$ cat src/rtl/pulse_channel.sv
// pulse_channel: one tone generator voice. A phase accumulator feeds a
// pulse, sawtooth or triangle waveform, scaled by an envelope level, and
// registered to the output.
//
// Ports
//   i_clk, i_rst    : clock and synchronous active-high reset
//   i_tick_stb      : envelope/length tick (one cycle)
//   i_note_stb      : note trigger (one cycle)
//   i_cfg_valid     : load all i_cfg_* fields
//   i_cfg_delta     : phase increment per clock
//   i_cfg_duty      : 00 12.5%, 01 25%, 10 50%, 11 75%
//   i_cfg_mode      : 00 pulse, 01 saw, 10 triangle, 11 mute
//   i_cfg_volume    : envelope start level
//   i_cfg_decay_en  : envelope falls by one per tick
//   i_cfg_length    : note length in ticks, 0 = unlimited
//   o_output        : registered sample
//   o_frame_pulse   : registered phase MSB
//   o_active        : envelope FSM not IDLE
module pulse_channel #(
  parameter int PHASE_W = 32,
  parameter int OUT_W   = 9
) (
  input  logic               i_clk,
  input  logic               i_rst,
  input  logic               i_tick_stb,
  input  logic               i_note_stb,
  input  logic               i_cfg_valid,
  input  logic [PHASE_W-1:0] i_cfg_delta,
  input  logic [1:0]         i_cfg_duty,
  input  logic [1:0]         i_cfg_mode,
  input  logic [OUT_W-1:0]   i_cfg_volume,
  input  logic               i_cfg_decay_en,
  input  logic [7:0]         i_cfg_length,
  output logic [OUT_W-1:0]   o_output,
  output logic               o_frame_pulse,
  output logic               o_active
);

  typedef enum logic [1:0] {IDLE, SUSTAIN, DECAY} state_t;

  state_t             state, state_nxt;
  logic [PHASE_W-1:0] phase;
  logic [OUT_W-1:0]   env, env_nxt;
  logic [7:0]         len_cnt, len_nxt;

  logic [PHASE_W-1:0] cfg_delta;
  logic [1:0]         cfg_duty;
  logic [1:0]         cfg_mode;
  logic [OUT_W-1:0]   cfg_volume;
  logic               cfg_decay_en;
  logic [7:0]         cfg_length;

  // A note coinciding with a config load starts from the incoming fields.
  logic [OUT_W-1:0]   note_vol;
  logic               note_decay;
  logic [7:0]         note_len;

  assign note_vol   = i_cfg_valid ? i_cfg_volume   : cfg_volume;
  assign note_decay = i_cfg_valid ? i_cfg_decay_en : cfg_decay_en;
  assign note_len   = i_cfg_valid ? i_cfg_length   : cfg_length;

  // Envelope / length FSM. len_cnt is latched at note time, so len_cnt==0
  // while active means the note was started unlimited.
  always_comb begin
    state_nxt = state;
    env_nxt   = env;
    len_nxt   = len_cnt;
    if (i_note_stb) begin
      env_nxt = note_vol;
      len_nxt = note_len;
      if (note_vol == '0) begin
        state_nxt = IDLE;
        env_nxt   = '0;
      end else begin
        state_nxt = note_decay ? DECAY : SUSTAIN;
      end
    end else if (i_tick_stb && state != IDLE) begin
      if (len_cnt != 8'd0)
        len_nxt = len_cnt - 8'd1;
      if (state == DECAY && env != '0)
        env_nxt = env - OUT_W'(1);
      if (len_cnt == 8'd1 || (state == DECAY && env <= OUT_W'(1))) begin
        state_nxt = IDLE;
        env_nxt   = '0;
      end
    end
  end

  // Waveform generation from the current phase and envelope.
  logic                 pulse_hi;
  logic [OUT_W-1:0]     wave;
  logic [2*OUT_W-1:0]   prod;
  logic [OUT_W-1:0]     sample;

  always_comb begin
    pulse_hi = 1'b0;
    case (cfg_duty)
      2'b00: pulse_hi = (phase[PHASE_W-1 -: 3] == 3'b000);
      2'b01: pulse_hi = (phase[PHASE_W-1 -: 2] == 2'b00);
      2'b10: pulse_hi = ~phase[PHASE_W-1];
      2'b11: pulse_hi = (phase[PHASE_W-1 -: 2] != 2'b11);
      default: pulse_hi = 1'b0;
    endcase
  end

  always_comb begin
    wave = '0;
    if (cfg_mode == 2'b01)
      wave = phase[PHASE_W-1 -: OUT_W];
    else if (phase[PHASE_W-1])
      wave = ~phase[PHASE_W-2 -: OUT_W];
    else
      wave = phase[PHASE_W-2 -: OUT_W];
  end

  assign prod = {{OUT_W{1'b0}}, wave} * {{OUT_W{1'b0}}, env};

  always_comb begin
    sample = '0;
    if (state != IDLE) begin
      case (cfg_mode)
        2'b00:         sample = pulse_hi ? env : '0;
        2'b01, 2'b10:  sample = prod[2*OUT_W-1 -: OUT_W];
        default:       sample = '0;
      endcase
    end
  end

  always_ff @(posedge i_clk) begin
    if (i_rst) begin
      state         <= IDLE;
      phase         <= '0;
      env           <= '0;
      len_cnt       <= '0;
      cfg_delta     <= '0;
      cfg_duty      <= '0;
      cfg_mode      <= 2'b11;
      cfg_volume    <= '0;
      cfg_decay_en  <= 1'b0;
      cfg_length    <= '0;
      o_output      <= '0;
      o_frame_pulse <= 1'b0;
    end else begin
      if (i_cfg_valid) begin
        cfg_delta    <= i_cfg_delta;
        cfg_duty     <= i_cfg_duty;
        cfg_mode     <= i_cfg_mode;
        cfg_volume   <= i_cfg_volume;
        cfg_decay_en <= i_cfg_decay_en;
        cfg_length   <= i_cfg_length;
      end
      phase         <= i_note_stb ? '0 : phase + cfg_delta;
      state         <= state_nxt;
      env           <= env_nxt;
      len_cnt       <= len_nxt;
      o_output      <= sample;
      o_frame_pulse <= phase[PHASE_W-1];
    end
  end

  assign o_active = (state != IDLE);

endmodule

$ cat config.mk
export PLATFORM = sky130hd
export DESIGN_NAME = pulse_channel
export DESIGN_NICKNAME = d
export VERILOG_FILES = /design/src/rtl/pulse_channel.sv
export SDC_FILE = /design/constraint.sdc
export NUM_CORES = 1
export LEC_CHECK = 0
export ABC_CLOCK_PERIOD_IN_PS = 4900
export BUFFER_PORTS_ARGS = -buffer_cell sky130_fd_sc_hd__buf_2
export CORE_MARGIN = 1.5
export CORE_UTILIZATION = 55
export DETAILED_ROUTE_END_ITERATION = 8
export GPL_TIMING_DRIVEN = 0
export PLACE_DENSITY = 0.87
export SYNTH_ARGS = -nofsm -noshare
export SYNTH_HDL_FRONTEND = slang
export SYNTH_SLANG_ARGS = --single-unit
$ cat constraint.sdc
create_clock -name i_clk -period 4.9 [get_ports i_clk]
set_input_delay 1.225 -clock i_clk [delete_from_list [all_inputs] [get_ports i_clk]]
set_output_delay 1.225 -clock i_clk [all_outputs]
set_load 0.02 [all_outputs]
==> flow_summary_export.csv <==
group,metric,value,unit
hold_path,min_path_type,"flop to flop",
die,io_pins,70,
sta,period_share,101,%
finish,regArea,2310,sq um
finish,area_growth,22.3,%
global_routing,grt_pass1_wl,37.0,mm
global_routing,grt_antenna_before_repair,1,
global_routing,grt_use_total,28.9,%
sta,setup_viol,3,
pwr,p_leak,4.93,nW
clock_network,numCtsBuffers,17,
setup_path,cp.required,5.23,ns
clock_network,clockBufferDepth,2,
setup_path,startpoint_type,"flop",
job,drv_cap,0,
setup_path,crit_type,"flop to flop",
routing,wl_per_cell,18.3,microns
clock_network,cts_tree,"built",
logic_synthesis,synthCells,977,
logic_synthesis,synth_area_per_cell,8.65,sq um
global_routing,grt-ovfl-total,0,
die,coreArea,15100,sq um
die,initial_utilization,56.0,%
die,die-area,16100,sq um
place,port-buffer-count,68,
place,gp_congestion,0.949,
sta,hold_viol_final,0,
sta,fmax,201,MHz
sta,period_minus_slack,4.96,ns
sta,tightest_slew,0.757,ns
clock_network,clk_latency,0.44,ns
routing,first_pass_iters,7,
status,outcome,"finished with violations",
sta,tns,-0.0978,ns
routing,vias,7866,
hold_path,hold_depth,2,
routing,dr.first_iter.drc_count,790,
die,die_w,127,microns
clock_network,htreeDepth,4,
logic_synthesis,yosysWarnings,0,
logic_synthesis,yosys.area.top_type,"dfxtp_1",
routing,drc,0,
status,violations,"setup timing",
die,dieHeight,127,microns
logic_synthesis,ys_ff_latch,115,
routing,ant_nets,0,
setup_path,crit_arrival,5.29,ns
routing,viasPerCell,6.04,
finish,multiInputGateArea,5990,sq um
global_routing,grt_max_degree,17,
setup_path,critPathCaptureType,"flop",
finish,nFillCells,1046,
place,dp_hpwl,15.3,mm
logic_synthesis,netlist_area,8450,sq um
pwr,ir_worst_vdd,0.224,mV
sta,rsz0062_at_grt,"yes",
logic_synthesis,synth.top_cells.by_count,"dfxtp_1 (115), nor2_1 (108), nand2_1 (87), inv_1 (79), ha_1 (74)",
logic_synthesis,synth_ff_type,"dfxtp_1",
setup_path,cp_max_fo,8,
logic_synthesis,synth_fp_nets,1160,
sta,clock_skew,0.0130,ns
die,row_count,45,
clock_network,cts-hold-fix-buffers,0,
logic_synthesis,async_flop_share,0,%
global_routing,grt_pass1_vias,7685,
sta,drv_slew,0,
clock_network,cts_sinks,115,
finish,drive_above_1_share,19.1,%
finish,layout.nets,1283,
clock_network,cts_root_buffer,"clkbuf_16",
logic_synthesis,synth_cell_type_count,64,
pwr,power.density,296,nW/um^2
routing,routed_wl,23.9,mm
sta,final.setup.worst_slack,-0.0645,ns
sta,slew_headroom,49.4,%
clock_network,cts.reportedPaths.clkPinSlew,0.06,ns
setup_path,r2r_cells,19,
logic_synthesis,synth_edf_count,0,
logic_synthesis,synthTopCellsByArea,"dfxtp_1 (27%), fa_1 (12%), ha_1 (11%)",
logic_synthesis,yosysMostFrequentCell,"dfxtp_1",
logic_synthesis,yosysTopAreaCellShare,27.2,%
place,pre_cts_slack,-0.441,ns
logic_synthesis,yosysSeqAreaShare,27.2,%
==> metal layers <==
layer  global-route usage [%]  up-vias  wire, microns
met1                     35.4     3739           9430
li1                         -     3597              -
met5                        0        -              0
met3                     6.49      116           1830
met2                     48.1      414          11600
met4                     14.4        0           1040
==> path summary, 6_finish.rpt <==
path	start	endpoint	slack (ns)
setup / recovery	cfg_mode[1]$_SDFFE_PP1P_	o_output[6]$_SDFF_PP0_	-0.06
setup reg to reg	cfg_mode[1]$_SDFFE_PP1P_	o_output[6]$_SDFF_PP0_	-0.06
hold / removal	state[1]$_SDFFE_PP0P_	state[1]$_SDFFE_PP0P_	0.48
hold reg to reg	state[1]$_SDFFE_PP0P_	state[1]$_SDFFE_PP0P_	0.48
==> final cells by class <==
type,count,share of cell area [%]
diodes,1,0.0242
plain buffers,38,1.78
clock buffers,22,4.30
clock inverters,10,1.97
inverters,81,2.94
multi-input cells,743,58.0
flip-flops and latches,115,22.3
well taps,188,2.28
repair buffers,104,6.40
==> kinds of logic (layout without fill, tap and decap cells) <==
logic type | after synthesis | after routing | synth area share [%]
compound gates | 201 | 202 | 15.7
other cells | 0 | 1 | 0
xor+xnor | 32 | 32 | 3.54
mux | 56 | 56 | 6.84
simple gates | 329 | 329 | 18.3
fa+ha+maj | 124 | 124 | 22.8
buf+inv | 120 | 255 | 5.54
flops | 115 | 115 | 27.2
==> timing repair <==
| action | in CTS | in global routing |
|---|---|---|
| setup buffers | 27 | 9 |
| endpoints found under the setup margin | 8 | 9 |
| gates resized for setup | 30 | 29 |
| cloned | 2 | 0 |
| pin swaps | 29 | 26 |
==> critical path, cell delays in order (launching register included) <==
cell and delay [ns]:
dfxtp_2 0.33, inv_2 0.05, ha_4 0.21, clkbuf_16 0.18, o21ai_4 0.23, buf_4 0.23, and2_1 0.18, fa_1 0.46
fa_1 0.52, fa_1 0.55, inv_1 0.06, fa_1 0.52, inv_1 0.04, ha_1 0.21, a21o_1 0.22, a21oi_2 0.18
o21ai_4 0.10, a21o_1 0.17, a211o_1 0.25, a41o_1 0.17
==> sequential cells by signal, summed over array words and instances, names as in the netlist <==
name           flops
cfg_delta         32
phase             32
cfg_volume         9
env                9
o_output           9
cfg_length         8
len_cnt            8
cfg_duty           2
cfg_mode           2
state              2
cfg_decay_en       1
o_frame_pulse      1
==> metrics by stage <==
| step | area, sq um | utilization, % | total power, mW | hold slack, ns | std cells |
|---|---|---|---|---|---|
| 2_1_floorplan | 8570 | - | 1.42 | 0.440 | 977 |
| 3_3_place_gp | 9150 | 60.6 | 1.54 | 0.448 | 1233 |
| 3_5_place_dp | 9150 | 60.6 | 1.56 | 0.458 | 1233 |
| 4_1_cts | 10200 | 67.4 | 2.99 | 0.467 | 1294 |
| 5_1_grt | 10300 | 68.5 | 3.16 | 0.485 | 1302 |
| 6_report | 10300 | 68.5 | 3.06 | 0.480 | 1302 |
==> cells in the final DEF, fill, tap and decap left out, drive strengths merged, types with 5 or more instances in the layout <==
master    n
nor4     12
a21o     15
fa       50
a31oi     7
a21oi    54
a22oi    12
xnor2    17
o31ai     7
inv      81
o21a      7
mux2     11
nor2b    14
nand2b   10
buf     117
nand2    87
nand3    13
ha       74
mux2i    45
o21bai    6
xor2     15
o21ai    56
o211ai    5
and3      6
nor3     14
clkbuf   47
and2     51
bufinv    6
nand4     5
dfxtp   115
a211oi    8
nor2    108
==> power breakdown <==
part / internal, mW / switching, mW / leakage, nW / total, mW
combinational: 0.242 / 0.366 / 3.67 / 0.609
sequential: 0.992 / 0.0481 / 0.943 / 1.04
clock: 0.951 / 0.455 / 0.316 / 1.41
total: 2.19 / 0.869 / 4.93 / 3.06
(Power assumes the default switching activity.)
